`config.mk`:
```
export PLATFORM = sky130hd
export DESIGN_NAME = rect_fill_engine
export DESIGN_NICKNAME = d
export VERILOG_FILES = /design/src/rtl/rect_fill_engine_pkg.sv /design/src/rtl/rect_scan_counter.sv /design/src/rtl/rect_fill_engine.sv
export SDC_FILE = /design/constraint.sdc
export NUM_CORES = 1
export LEC_CHECK = 0
export CORE_MARGIN = 4
export CORE_UTILIZATION = 55
export CTS_BUF_LIST = sky130_fd_sc_hd__clkbuf_2 sky130_fd_sc_hd__clkbuf_4 sky130_fd_sc_hd__clkbuf_8
export CTS_CLUSTER_DIAMETER = 200
export DETAILED_ROUTE_END_ITERATION = 16
export PLACE_DENSITY = 0.82
export SYNTH_ARGS = -nofsm -noshare
export SYNTH_HDL_FRONTEND = slang
export SYNTH_SLANG_ARGS = --single-unit
export TNS_END_PERCENT = 1
```
`constraint.sdc`:
```
create_clock -name clk -period 3.6 [get_ports clk]
set_input_delay 1.08 -clock clk [delete_from_list [all_inputs] [get_ports clk]]
set_output_delay 1.08 -clock clk [all_outputs]
set_load 0.01 [all_outputs]
```
`src/rtl/rect_fill_engine_pkg.sv`:
```
// rtl/rect_fill_engine_pkg.sv - shared widths, FSM state and point type for the rectangle fill engine
package rect_fill_engine_pkg;
   localparam int COORD_W = 8;
   localparam int COLOR_W = 4;
   localparam int CNT_W   = 2*COORD_W+1;
   localparam logic [COORD_W-1:0] SCREEN_MAX = {COORD_W{1'b1}};

   typedef enum logic [1:0] {IDLE, SETUP, RUN, DONE} state_t;

   typedef struct packed {
      logic [COORD_W-1:0] x;
      logic [COORD_W-1:0] y;
   } point_t;

   function automatic logic [COORD_W-1:0] coord_min(input logic [COORD_W-1:0] a, input logic [COORD_W-1:0] b);
      return (a < b) ? a : b;
   endfunction

   function automatic logic [COORD_W-1:0] coord_max(input logic [COORD_W-1:0] a, input logic [COORD_W-1:0] b);
      return (a < b) ? b : a;
   endfunction
endpackage

```
`src/rtl/rect_scan_counter.sv`:
```
// rtl/rect_scan_counter.sv - row-major x/y raster counter over a latched rectangle
module rect_scan_counter
   import rect_fill_engine_pkg::*;
(
   input  logic   clk,
   input  logic   rst_n,
   input  logic   load,
   input  logic   step,
   input  point_t lo,
   input  point_t hi,
   output point_t pos,
   output logic   last
);
   logic [COORD_W-1:0] x_min;
   point_t             hi_q;

   // Steps stop at the latched max, so a rectangle touching 255 never wraps.
   always_ff @(posedge clk) begin
      if (!rst_n) begin
         pos   <= '0;
         x_min <= '0;
         hi_q  <= '0;
      end else if (load) begin
         pos   <= lo;
         x_min <= lo.x;
         hi_q  <= hi;
      end else if (step) begin
         if (pos.x != hi_q.x) begin
            pos.x <= pos.x + COORD_W'(1);
         end else if (pos.y != hi_q.y) begin
            pos.x <= x_min;
            pos.y <= pos.y + COORD_W'(1);
         end
      end
   end

   assign last = (pos.x == hi_q.x) && (pos.y == hi_q.y);
endmodule

```
`src/rtl/rect_fill_engine.sv`:
```
// rtl/rect_fill_engine.sv - turns one rectangle request into a row-major stream of pixel writes
module rect_fill_engine
   import rect_fill_engine_pkg::*;
(
   input  logic               clk,
   input  logic               rst_n,
   input  logic               fill_trigger,
   input  logic [COORD_W-1:0] corner_a_x,
   input  logic [COORD_W-1:0] corner_a_y,
   input  logic [COORD_W-1:0] corner_b_x,
   input  logic [COORD_W-1:0] corner_b_y,
   input  logic [COLOR_W-1:0] fill_color,
   input  logic               abort,
   output logic               wr_valid,
   input  logic               wr_ready,
   output logic [COORD_W-1:0] wr_x,
   output logic [COORD_W-1:0] wr_y,
   output logic [COLOR_W-1:0] wr_color,
   output logic               busy,
   output logic               done,
   output logic [CNT_W-1:0]   pix_count
);
   state_t state;
   point_t corner_a, corner_b, lo, hi, pos;
   logic   last, accept;

   assign accept = wr_valid && wr_ready;
   assign lo     = {coord_min(corner_a.x, corner_b.x), coord_min(corner_a.y, corner_b.y)};
   assign hi     = {coord_max(corner_a.x, corner_b.x), coord_max(corner_a.y, corner_b.y)};
   assign wr_x   = pos.x;
   assign wr_y   = pos.y;

   rect_scan_counter u_scan (
      .clk   (clk),
      .rst_n (rst_n),
      .load  (state == SETUP),
      .step  ((state == RUN) && accept),
      .lo    (lo),
      .hi    (hi),
      .pos   (pos),
      .last  (last)
   );

   always_ff @(posedge clk) begin
      if (!rst_n) begin
         state     <= IDLE;
         wr_valid  <= 1'b0;
         busy      <= 1'b0;
         done      <= 1'b0;
         pix_count <= '0;
         wr_color  <= '0;
         corner_a  <= '0;
         corner_b  <= '0;
      end else begin
         done <= 1'b0;
         case (state)
            IDLE: begin
               if (fill_trigger && !abort) begin
                  corner_a <= {corner_a_x, corner_a_y};
                  corner_b <= {corner_b_x, corner_b_y};
                  wr_color <= fill_color;
                  busy     <= 1'b1;
                  state    <= SETUP;
               end
            end
            SETUP: begin
               pix_count <= '0;
               if (abort) begin
                  busy  <= 1'b0;
                  state <= IDLE;
               end else begin
                  wr_valid <= 1'b1;
                  state    <= RUN;
               end
            end
            RUN: begin
               // A beat accepted in the abort cycle still counts.
               if (accept) pix_count <= pix_count + CNT_W'(1);
               if (abort) begin
                  wr_valid <= 1'b0;
                  busy     <= 1'b0;
                  state    <= IDLE;
               end else if (accept && last) begin
                  wr_valid <= 1'b0;
                  busy     <= 1'b0;
                  done     <= 1'b1;
                  state    <= DONE;
               end
            end
            DONE:    state <= IDLE;
            default: state <= IDLE;
         endcase
      end
   end
endmodule
```
==> results.sh <==
export IMPL_grt_ovfl_total=0
export IMPL_finalNonFillerCells=784
export IMPL_dp_hpwl_um=8370
export IMPL_power_leakage_nw=2.27
export IMPL_place_port_buffers=80
export IMPL_clockBufferDepth=2
export IMPL_dpl_cell_count=769
export IMPL_via_per_inst=5.68
export IMPL_max_freq_ghz=0.370
export IMPL_seqPwrFrac_pct=36.7
export IMPL_fin_nets=735
export IMPL_fp_dieH_um=104
export IMPL_cts_root_buf="clkbuf_8"
export IMPL_grt_max_degree=37
export IMPL_grtUsageTotal_pct=21.7
export IMPL_setup_viol=0
export IMPL_clkPwrFrac_pct=16.8
export IMPL_worst_pin_slew_ns=0.643
export IMPL_diodes=0
export IMPL_drt_initial_drc_count=170
export IMPL_p_comb_share_pct=46.5
export IMPL_fin_crit_sh_pct=75.0
export IMPL_placed_cell_area_um2=5910
export IMPL_path_max_fanout=9
export IMPL_vdd_drop_max_v=0.000314
export IMPL_core_um2=8810
export IMPL_ys_flop_type="dfxtp_1"
export IMPL_clk_pin_slew_ns=0.09
export IMPL_num_rows=34
export IMPL_cpPeakStageDelay_ns=0.62
export IMPL_cp_required_ns=3.87
export IMPL_cts_made_buffers=9
export IMPL_routed_wl_met2_um=5500
export IMPL_routed_wl_um=11700
export IMPL_clock_sinks=98
export IMPL_netlist_area_leader_share_pct=39.1
export IMPL_ys_seq_elements=98
export IMPL_vias=4451
export IMPL_hold_viol=0
export IMPL_grt_pass1_vias=4227
export IMPL_crit_type="input port to register"
export IMPL_drv_slew=0
export IMPL_nFillCells=724
export IMPL_powerDensity_nw_per_um2=713
export IMPL_switching_share_pct=40.8
export IMPL_tns_ns=0
export IMPL_syn_area_per_cell_um2=8.36
export IMPL_worst_clock_skew_ns=0.00921
export IMPL_postLayoutCoreUtil_pct=69.4
export IMPL_synth_area_um2=5020
export IMPL_synth_nets=664
export IMPL_worstPathCellList="clkdlybuf4s50_1, nand3_1, a2111oi_4, nand4_1, xnor2_1, o211a_1"
export IMPL_cts_setup_buffers=0
export IMPL_synth_edf_count=0
export IMPL_ys_seq_area_share_pct=39.1
export IMPL_wl_met1_um=5350
export IMPL_synthCells=601
export IMPL_wl_per_cell_um=14.9
export IMPL_period_minus_slack_ns=2.70
export IMPL_yosysWarningCount=0
export IMPL_slowest_stage="a2111oi_4"
export IMPL_rsz0062_at_grt="no"
export IMPL_dieWidth_um=104
export IMPL_drive_gt1_share_pct=7.54
export IMPL_antenna_found_initial=0
export IMPL_cts_tree="built"
export IMPL_synth_common_cells="98 x dfxtp_1, 96 x nand2_1, 73 x a21oi_1"
export IMPL_cts_resized=0
export IMPL_drtAntennaViolNets=0
export IMPL_switchingPower_mw=1.78
export IMPL_cp_arrival_ns=2.96
export IMPL_num_io_pins=81
export IMPL_synthTopCellsByArea="dfxtp_1 39%, a21oi_1 7.3%, nand2_1 7.2%"
export IMPL_drv_cap=0
export IMPL_start_util_pct=57.0
export IMPL_synthArstFlopShare_pct=0
export IMPL_die_area_um2=10700
export IMPL_fin_ws_ns=0.900
export IMPL_start_kind="input port"
export IMPL_fin_area_um2=6110
export IMPL_synth_most_common_cell="dfxtp_1"
export IMPL_dp_slack_ns=0.541
export IMPL_hold_buffers=0
export IMPL_area_growth_pct=21.6
export IMPL_hold_path_class="register to register"
export IMPL_slew_headroom_pct=57.1
export IMPL_first_pass_iters=4
export IMPL_grt_pass1_wl_um=19600
export IMPL_wl_met3_um=523
export IMPL_synth_cell_types=54
export IMPL_yosysTopAreaCell="dfxtp_1"
export IMPL_h_tree_depth=3
export IMPL_drc=0
export IMPL_critPathCaptureType="register"
export IMPL_intPower_mw=2.58
export IMPL_status="finished clean"
export IMPL_gp_congestion=0.883
export IMPL_clkLatencyLatePin_ns=0.36
export IMPL_highest_layer="met4"
-- final cells by class --
type	instances	area (µm²)	area share, %
sequential	98	1960	32.1
clock inverter	2	37.5	0.615
clock buffer	13	160	2.62
inverter	24	90.1	1.47
tap	108	135	2.21
multi-input combinational	450	2860	46.7
timing repair buffer	89	868	14.2
-- final timing paths --
kind	start	to	slack, ns	depth (start not counted)
min	wr_color[0]$_SDFFE_PN0P_	wr_color[0]$_SDFFE_PN0P_	0.47	2
min reg2reg	wr_color[0]$_SDFFE_PN0P_	wr_color[0]$_SDFFE_PN0P_	0.47	2
max reg2reg	corner_b[13]$_SDFFE_PN0P_	u_scan.pos[10]$_SDFFE_PN0P_	1.06	9
max	wr_ready	u_scan.pos[6]$_SDFFE_PN0P_	0.90	6
-- routing by layer --
layer,track usage [%],vias up
met2,36.7,125
met5,0,-
met3,3.79,30
met4,9.21,0
met1,27.3,2066
li1,-,2230
-- registers in the layout, summed over array words and instances, names as in the netlist --
signal	flops
u_scan.x_min	8
done	1
wr_color	4
corner_a	16
u_scan.hi_q	16
corner_b	16
pix_count	17
busy	1
wr_valid	1
state	2
u_scan.pos	16
-- placed cells by master (no fill, tap or decap), types with 2 or more instances in the layout --
| cell | count |
|---|---|
| a21o_1 | 4 |
| a211oi_1 | 9 |
| buf_4 | 9 |
| o211ai_1 | 2 |
| nand2b_1 | 5 |
| and2_1 | 4 |
| clkdlybuf4s50_1 | 80 |
| or2_2 | 2 |
| a211o_1 | 4 |
| inv_1 | 22 |
| o21ai_0 | 25 |
| nand4_1 | 9 |
| a21boi_0 | 8 |
| xnor2_1 | 11 |
| clkbuf_4 | 3 |
| a311oi_1 | 3 |
| nor3_1 | 12 |
| clkbuf_8 | 10 |
| a21oi_2 | 2 |
| a21oi_1 | 73 |
| and4_1 | 2 |
| mux2i_1 | 28 |
| mux2_2 | 8 |
| and3_1 | 6 |
| nand3_1 | 17 |
| nand3b_1 | 2 |
| nor2b_1 | 3 |
| ha_1 | 21 |
| o21ai_2 | 2 |
| a31oi_1 | 4 |
| xor2_1 | 19 |
| or3_1 | 3 |
| nor2_1 | 45 |
| dfxtp_1 | 98 |
| nand2_1 | 96 |
| clkinv_1 | 2 |
-- power groups by stage --
stage                     logic, mW  registers [mW]  clock network [mW]
after floorplan                1.49            1.59                   0
after global placement         1.95            1.60                   0
after detailed placement       2.01            1.62                   0
after CTS                      2.03            1.60               0.744
after global routing           2.23            1.63               0.784
final                          2.02            1.60               0.730
-- worst max-delay path: cells and delay by family --
family                    cells  cell delay (ns)
AOI/OAI and AO/OA             2             0.82
xor gates and xnor gates      1             0.17
buffers and inverters         1             0.51
and+or+nand+nor               2             0.37
-- cells by family (layout without fill, tap and decap cells) --
| kind of cell | Yosys count | count (layout) | synth area share (%) |
|---|---|---|---|
| AO/OA/AOI/OAI | 150 | 150 | 19.2 |
| XOR/XNOR | 30 | 30 | 5.23 |
| adder cells (fa/ha/maj) | 22 | 22 | 5.48 |
| buffers and inverters | 53 | 128 | 4.19 |
| flip-flops | 98 | 98 | 39.1 |
| multiplexers | 37 | 37 | 7.67 |
| AND/OR/NAND/NOR | 211 | 211 | 19.2 |
-- metrics by stage --
step	total power [mW]	hold WS (ns)
after global routing	4.65	0.485
after global placement	3.55	0.442
after CTS	4.37	0.468
after detailed placement	3.63	0.455
after floorplan	3.08	0.441
final	4.36	0.465
Power figures use the tool's default switching activity.
